## config.mk

```make
export PLATFORM = sky130hd
export DESIGN_NAME = fetch_redirect_unit_flat
export DESIGN_NICKNAME = d
export VERILOG_FILES = /design/src/rtl/fetch_redirect_unit_pkg.sv /design/src/rtl/fetch_redirect_unit_if.sv /design/src/rtl/fetch_redirect_unit_flush_counter.sv /design/src/rtl/fetch_redirect_unit.sv /design/src/flat_wrapper.sv
export SDC_FILE = /design/constraint.sdc
export NUM_CORES = 1
export LEC_CHECK = 0
export CORE_UTILIZATION = 49
export CTS_CLUSTER_SIZE = 16
export DETAILED_ROUTE_END_ITERATION = 6
export HOLD_SLACK_MARGIN = 0.12
export PLACE_DENSITY = 0.81
export SETUP_SLACK_MARGIN = 0.3
export SLEW_MARGIN = 5
export SYNTH_ARGS = -nofsm -noshare
export SYNTH_HDL_FRONTEND = slang
export SYNTH_SLANG_ARGS = --single-unit
```

## constraint.sdc

```tcl
create_clock -name clk -period 8.64 [get_ports clk]
set_input_delay 1.296 -clock clk [delete_from_list [all_inputs] [get_ports clk]]
set_output_delay 1.296 -clock clk [all_outputs]
set_load 0.05 [all_outputs]
```

## src/rtl/fetch_redirect_unit_pkg.sv

```systemverilog
`default_nettype none
// ============================================================================
// Module   : fetch_redirect_unit_pkg
// Purpose  : Shared types and constants for the fetch/redirect unit.
// Revision : 1.0 - initial release
// ============================================================================
package fetch_redirect_unit_pkg;

    // Fetch sequencer states
    typedef enum logic [1:0] {
        ST_REQ   = 2'd0,
        ST_WAIT  = 2'd1,
        ST_HOLD  = 2'd2,
        ST_FLUSH = 2'd3
    } fetch_state_e;

    localparam int          C_INSTR_BYTES      = 4;
    localparam logic [63:0] C_DEFAULT_RESET_PC = 64'h0;
    localparam int          C_FLUSH_CNT_W      = 3;

    // A redirect target is usable only when it is instruction aligned
    function automatic logic is_aligned(input logic [1:0] lsb);
        return (lsb == 2'b00);
    endfunction

endpackage
`default_nettype wire

```

## src/rtl/fetch_redirect_unit_if.sv

```systemverilog
`default_nettype none
// ============================================================================
// Module   : fetch_redirect_unit_if
// Purpose  : Branch-resolve, imem fetch handshake and IF/ID delivery signals.
// Revision : 1.0 - initial release
// ============================================================================
interface fetch_redirect_unit_if #(
    parameter int PC_W    = 64,
    parameter int INSTR_W = 32
) ();
    // branch decision
    logic               br_valid;
    logic               br_taken;
    logic [PC_W-1:0]    br_target;
    // instruction memory
    logic               imem_req;
    logic [PC_W-1:0]    imem_addr;
    logic               imem_ack;
    logic [INSTR_W-1:0] imem_rdata;
    // IF/ID delivery
    logic               if_valid;
    logic               if_ready;
    logic [PC_W-1:0]    if_pc;
    logic [INSTR_W-1:0] if_instr;

    // fetch unit side
    modport master (
        input  br_valid, br_taken, br_target,
        output imem_req, imem_addr,
        input  imem_ack, imem_rdata,
        output if_valid, if_pc, if_instr,
        input  if_ready
    );

    // surrounding pipeline / memory side
    modport slave (
        output br_valid, br_taken, br_target,
        input  imem_req, imem_addr,
        output imem_ack, imem_rdata,
        input  if_valid, if_pc, if_instr,
        output if_ready
    );
endinterface
`default_nettype wire

```

## src/rtl/fetch_redirect_unit_flush_counter.sv

```systemverilog
`default_nettype none
// ============================================================================
// Module   : fetch_redirect_unit_flush_counter
// Purpose  : Loadable down-counter timing the squash window after a redirect.
// Revision : 1.0 - initial release
// ============================================================================
module fetch_redirect_unit_flush_counter #(
    parameter int CNT_W = 3
) (
    input  wire logic             clk,
    input  wire logic             rst,
    input  wire logic             i_load,
    input  wire logic [CNT_W-1:0] i_load_val,
    output logic                  o_busy,
    output logic                  o_done
);
    logic [CNT_W-1:0] r_count;
    logic             r_busy;

    // Load restarts the window; otherwise count down and release at zero
    always_ff @(posedge clk or posedge rst) begin
        if (rst) begin
            r_count <= '0;
            r_busy  <= 1'b0;
        end else if (i_load) begin
            r_count <= i_load_val;
            r_busy  <= 1'b1;
        end else if (r_busy) begin
            if (r_count == '0) begin
                r_busy <= 1'b0;
            end else begin
                r_count <= r_count - 1'b1;
            end
        end
    end

    assign o_busy = r_busy;
    assign o_done = r_busy && (r_count == '0);

endmodule
`default_nettype wire

```

## src/rtl/fetch_redirect_unit.sv

```systemverilog
`default_nettype none
// ============================================================================
// Module   : fetch_redirect_unit
// Purpose  : Owns the PC, runs the imem req/ack fetch handshake, delivers
//            instructions to IF/ID and applies taken-branch redirects.
// Revision : 1.0 - initial release
// ============================================================================
module fetch_redirect_unit
    import fetch_redirect_unit_pkg::*;
#(
    parameter int              PC_W         = 64,
    parameter int              INSTR_W      = 32,
    parameter logic [PC_W-1:0] RESET_PC     = PC_W'(C_DEFAULT_RESET_PC),
    parameter int              FLUSH_CYCLES = 2
) (
    input  wire logic              clk,
    input  wire logic              reset,
    fetch_redirect_unit_if.master  bus,
    output logic                   flush_out,
    output logic                   misalign_err
);
    localparam logic [C_FLUSH_CNT_W-1:0] C_FLUSH_LOAD = C_FLUSH_CNT_W'(FLUSH_CYCLES - 1);
    localparam logic [PC_W-1:0]          C_PC_STEP    = PC_W'(C_INSTR_BYTES);

    fetch_state_e       r_state;
    logic [PC_W-1:0]    r_pc;
    logic               r_req;
    logic [PC_W-1:0]    r_addr;
    logic               r_if_valid;
    logic [PC_W-1:0]    r_if_pc;
    logic [INSTR_W-1:0] r_if_instr;
    logic               r_discard;
    logic               r_misalign;

    logic               w_taken;
    logic               w_aligned;
    logic               w_redirect;
    logic               w_misalign;
    logic               w_flush_busy;
    logic               w_flush_done;

    assign w_taken    = bus.br_valid && bus.br_taken;
    assign w_aligned  = is_aligned(bus.br_target[1:0]);
    assign w_redirect = w_taken && w_aligned;
    assign w_misalign = w_taken && !w_aligned;

    fetch_redirect_unit_flush_counter #(
        .CNT_W (C_FLUSH_CNT_W)
    ) u_flush_counter (
        .clk        (clk),
        .rst        (reset),
        .i_load     (w_redirect),
        .i_load_val (C_FLUSH_LOAD),
        .o_busy     (w_flush_busy),
        .o_done     (w_flush_done)
    );

    // Fetch sequencer; a valid redirect takes priority over every state
    always_ff @(posedge clk or posedge reset) begin
        if (reset) begin
            r_state    <= ST_REQ;
            r_pc       <= RESET_PC;
            r_req      <= 1'b0;
            r_addr     <= RESET_PC;
            r_if_valid <= 1'b0;
            r_if_pc    <= '0;
            r_if_instr <= '0;
            r_discard  <= 1'b0;
            r_misalign <= 1'b0;
        end else begin
            if (w_misalign) begin
                r_misalign <= 1'b1;
            end

            if (w_redirect) begin
                r_pc       <= bus.br_target;
                r_if_valid <= 1'b0;
                r_state    <= ST_FLUSH;
                // an outstanding request is never abandoned: its response
                // is either dropped now or marked for dropping later
                if (r_req) begin
                    if (bus.imem_ack) begin
                        r_req     <= 1'b0;
                        r_discard <= 1'b0;
                    end else begin
                        r_discard <= 1'b1;
                    end
                end
            end else begin
                case (r_state)
                    ST_REQ: begin
                        r_req   <= 1'b1;
                        r_addr  <= r_pc;
                        r_state <= ST_WAIT;
                    end
                    ST_WAIT: begin
                        if (bus.imem_ack) begin
                            r_req <= 1'b0;
                            if (r_discard) begin
                                r_discard <= 1'b0;
                                r_state   <= ST_REQ;
                            end else begin
                                r_if_instr <= bus.imem_rdata;
                                r_if_pc    <= r_pc;
                                r_if_valid <= 1'b1;
                                r_pc       <= r_pc + C_PC_STEP;
                                r_state    <= ST_HOLD;
                            end
                        end
                    end
                    ST_HOLD: begin
                        if (bus.if_ready) begin
                            r_if_valid <= 1'b0;
                            r_state    <= ST_REQ;
                        end
                    end
                    ST_FLUSH: begin
                        // a stale response may land while squashing
                        if (r_req && bus.imem_ack) begin
                            r_req     <= 1'b0;
                            r_discard <= 1'b0;
                        end
                        if (w_flush_done) begin
                            r_state <= (r_req && !bus.imem_ack) ? ST_WAIT : ST_REQ;
                        end
                    end
                    default: begin
                        r_state <= ST_REQ;
                    end
                endcase
            end
        end
    end

    assign bus.imem_req  = r_req;
    assign bus.imem_addr = r_addr;
    assign bus.if_valid  = r_if_valid;
    assign bus.if_pc     = r_if_pc;
    assign bus.if_instr  = r_if_instr;
    assign flush_out     = w_flush_busy;
    assign misalign_err  = r_misalign;

endmodule
`default_nettype wire

```

## src/flat_wrapper.sv

```systemverilog
// flat-port wrapper written by rule: the top's interface ports become plain ports
module fetch_redirect_unit_flat import fetch_redirect_unit_pkg::*;
#(
    parameter int              PC_W         = 64,
    parameter int              INSTR_W      = 32,
    parameter logic [PC_W-1:0] RESET_PC     = PC_W'(C_DEFAULT_RESET_PC),
    parameter int              FLUSH_CYCLES = 2
)
  (clk, reset, flush_out, misalign_err, bus_br_valid, bus_br_taken, bus_br_target, bus_imem_req, bus_imem_addr, bus_imem_ack, bus_imem_rdata, bus_if_valid, bus_if_pc, bus_if_instr, bus_if_ready);
  fetch_redirect_unit_if #(.PC_W(PC_W), .INSTR_W(INSTR_W)) bus_i ();
  input  wire logic clk;
  input  wire logic reset;
  output logic flush_out;
  output logic misalign_err;
  input wire logic [$bits(bus_i.br_valid)-1:0] bus_br_valid;
  input wire logic [$bits(bus_i.br_taken)-1:0] bus_br_taken;
  input wire logic [$bits(bus_i.br_target)-1:0] bus_br_target;
  output wire logic [$bits(bus_i.imem_req)-1:0] bus_imem_req;
  output wire logic [$bits(bus_i.imem_addr)-1:0] bus_imem_addr;
  input wire logic [$bits(bus_i.imem_ack)-1:0] bus_imem_ack;
  input wire logic [$bits(bus_i.imem_rdata)-1:0] bus_imem_rdata;
  output wire logic [$bits(bus_i.if_valid)-1:0] bus_if_valid;
  output wire logic [$bits(bus_i.if_pc)-1:0] bus_if_pc;
  output wire logic [$bits(bus_i.if_instr)-1:0] bus_if_instr;
  input wire logic [$bits(bus_i.if_ready)-1:0] bus_if_ready;
  assign bus_i.br_valid = bus_br_valid;
  assign bus_i.br_taken = bus_br_taken;
  assign bus_i.br_target = bus_br_target;
  assign bus_imem_req = bus_i.imem_req;
  assign bus_imem_addr = bus_i.imem_addr;
  assign bus_i.imem_ack = bus_imem_ack;
  assign bus_i.imem_rdata = bus_imem_rdata;
  assign bus_if_valid = bus_i.if_valid;
  assign bus_if_pc = bus_i.if_pc;
  assign bus_if_instr = bus_i.if_instr;
  assign bus_i.if_ready = bus_if_ready;
  fetch_redirect_unit #(.PC_W(PC_W), .INSTR_W(INSTR_W), .RESET_PC(RESET_PC), .FLUSH_CYCLES(FLUSH_CYCLES)) u_core (.clk(clk), .reset(reset), .bus(bus_i), .flush_out(flush_out), .misalign_err(misalign_err));
endmodule
```

==> qor.yml <==
post_cts_resized: 0
remaining_drc_errors: 0
r2r_cells: 6
final-max-slew-violation-count: 0
clockPowerShare_pct: 18.1
gr-usage-all-layers_pct: 24.0
first_pass_iters: 6
yosys_warnings: 0
finalCritPeriodShare_pct: 44.0
p_per_area_nw_per_um2: 406
insertion_delay_ns: 0.52
setup_slack_ns: 4.84
cts-buffers-inserted: 25
netlist-cell-type-count: 41
hold_buffers: 0
path_class: "input port to register"
fillers: 1514
synth_edf_count: 0
switchingPower_w: 0.00242
ys_ff_latch: 234
antennaDiodeCount: 0
final_cell_mix: "clkdlybuf4s50_1, dfrtp_1, mux2_2"
io_pins: 266
highest_layer: "met4"
worst_pin_slew_ns: 1.16
leakage_nw: 5.64
synth_nets: 925
layout.cells.non_filler: 1361
met1_length_um: 10500
clock_sinks: 234
end_kind: "register"
yosysSeqAreaShare_pct: 58.2
startpoint_type: "input port"
hold_viol_final: 0
reg2reg_slack_ns: 5.82
drt_iter0_drc: 393
syn_to_final_growth_pct: 36.1
cts_tree: "yes"
irDropWorstVdd_mv: 0.324
cts_setup_buffers: 0
min_period_ns: 3.80
syn_avg_cell_area_um2: 12.3
cp-endpoint: "u_core.bus.if_pc[59]"
layout_commonest_cell: "clkdlybuf4s50_1"
avgViaCountPerCell: 5.31
clockBufferDepth: 3
finalSetupViolCount: 0
postLayoutCoreUtil_pct: 68.0
dp.cells: 1319
met3_length_um: 1540
async_flop_share_pct: 100
dp_slack_ns: 4.27
gp_congestion: 0.763
reg2reg_to: "u_core.r_pc[49]"
slew_headroom_pct: 21.8
seqPwrFrac_pct: 32.7
crit_arrival_ns: 4.20
syn_inst: 820
switching_share_pct: 43.5
grt_pass1_vias: 7520
die_area_um2: 21100
ant_nets: 0
initial_core_util_pct: 49.9
rsz0062_at_grt: "false"
drt-total-wl_um: 24700
setup-tns-final_ns: 0
num_rows: 52
hold_path_class: "register to register"
path_clk_slew_ns: 0.06
drv_cap: 0
placement.io_buffers: 265
num_vias: 7224
die_h_um: 145
status: "finished clean"
intPower_w: 0.00314
r2r_start: "u_core.r_state[1]"
cts_root_buf: "clkbuf_16"
die_x_um: 145
synth_area_um2: 10100
coreArea_um2: 20200
crit_fanout: 65
grt_first_pass_wirelength_um: 40300
routed-wl-met2_um: 12200
crit_required_ns: 9.04
nNetsFinal: 1181
fmax_ghz: 0.263
h-tree-depth: 1
skew_ns: 0.0115
overflow: 0
wl_per_cell_um: 18.2
synthFlopType: "dfrtp_1"
antenna_found_initial: 0
startpoint: "bus_br_target[1]"
combPwrFrac_pct: 49.2
drive_above_1_share_pct: 19.6
grt_start_max_net_pins: 103
dp_hpwl_um: 17100
[synthesized netlist by cell type (2+ instances only)]
master | instances | area, µm²
nor4_4 | 2 | 42.5
a31oi_1 | 2 | 12.5
buf_2 | 14 | 70.1
nand4_1 | 30 | 188
ha_1 | 3 | 37.5
nand2b_1 | 2 | 12.5
clkbuf_1 | 28 | 105
nor2_1 | 22 | 82.6
a211oi_1 | 2 | 15.0
dfrtp_1 | 234 | 5860
o21a_1 | 2 | 15.0
xnor2_1 | 36 | 315
inv_1 | 11 | 41.3
and2_1 | 5 | 31.3
nand2_1 | 99 | 372
xor2_1 | 26 | 228
nor3_1 | 14 | 70.1
o21ai_0 | 35 | 175
a21oi_1 | 6 | 30.0
and4_1 | 6 | 52.6
o21ai_1 | 34 | 170
mux2_2 | 153 | 1720
and3_1 | 10 | 62.6
nor4_2 | 8 | 100
nor4_1 | 3 | 18.8
nand3_1 | 18 | 90.1
[flip-flops by register name, summed over array words and instances (netlist names)]
name / flops
u_core.r_state: 2
u_core.r_discard: 1
u_core.bus.if_pc: 64
u_core.bus.if_instr: 32
u_core.u_flush_counter.r_count: 3
u_core.bus.if_valid: 1
u_core.misalign_err: 1
u_core.bus.imem_addr: 64
u_core.bus.imem_req: 1
u_core.u_flush_counter.o_busy: 1
u_core.r_pc: 64
[how the worst min path moves through the flow]
stage          slack (ns)              endpoint  depth (start not counted)                  from
6_report             0.48  u_core.bus.if_pc[22]                          2  u_core.bus.if_pc[22]
3_3_place_gp         0.46  u_core.bus.if_pc[22]                          2  u_core.bus.if_pc[22]
5_1_grt              0.51   u_core.bus.if_pc[2]                          1   u_core.bus.if_pc[2]
2_1_floorplan        0.47        u_core.r_pc[0]                          1        u_core.r_pc[0]
3_5_place_dp         0.47  u_core.bus.if_pc[22]                          2  u_core.bus.if_pc[22]
4_1_cts              0.48  u_core.bus.if_pc[22]                          2  u_core.bus.if_pc[22]
[power by group through the flow]
stage | Clock (W) | Sequential, W | Combinational (W)
after floorplan | 0 | 0.00295 | 0.000705
final | 0.00101 | 0.00182 | 0.00274
after detailed placement | 0 | 0.00184 | 0.00275
after global routing | 0.00107 | 0.00188 | 0.00285
after global placement | 0 | 0.00182 | 0.00271
after CTS | 0.00102 | 0.00182 | 0.00276
[per-stage QoR]
stage               hold WS, ns  instance area (µm²)  power [W]
floorplan                 0.466                10100    0.00365
global placement          0.462                12900    0.00453
detailed placement        0.470                12900    0.00459
CTS                       0.483                13700    0.00561
global route              0.508                13700    0.00580
finish                    0.480                13700    0.00557
[final cells by class]
cell class	instances	area, µm²	area share [%]
clock buffers	37	701	5.11
clock inverters	5	56.3	0.411
inverters	12	52.6	0.383
multi-input cells	531	4000	29.2
flip-flops and latches	234	5860	42.7
well taps	270	338	2.46
repair buffers	272	2710	19.7
[cell families (layout without fill, tap and decap cells)]
kind of cell | Yosys count | after routing | synth area share (%)
adders and majority gates | 3 | 3 | 0.373
muxes | 153 | 153 | 17.1
xor gates and xnor gates | 62 | 62 | 5.39
and+or+nand+nor | 228 | 228 | 12.2
buffers and inverters | 55 | 326 | 2.30
DFF | 234 | 234 | 58.2
AOI/OAI and AO/OA | 85 | 85 | 4.45
[layer usage]
layer | GRT usage (%) | vias to the layer above
li1 | - | 3367
met1 | 31.3 | 3603
met2 | 40.6 | 211
met3 | 5.71 | 43
met4 | 5.68 | 0
met5 | 0 | -
[worst max-delay path, cell delays in order]
cell,delay [ns]
clkdlybuf4s50_1,0.43
nor2_1,0.15
nand3_1,0.45
nand2_4,0.60
buf_4,0.79
mux2_2,0.42
(Power assumes the default switching activity.)
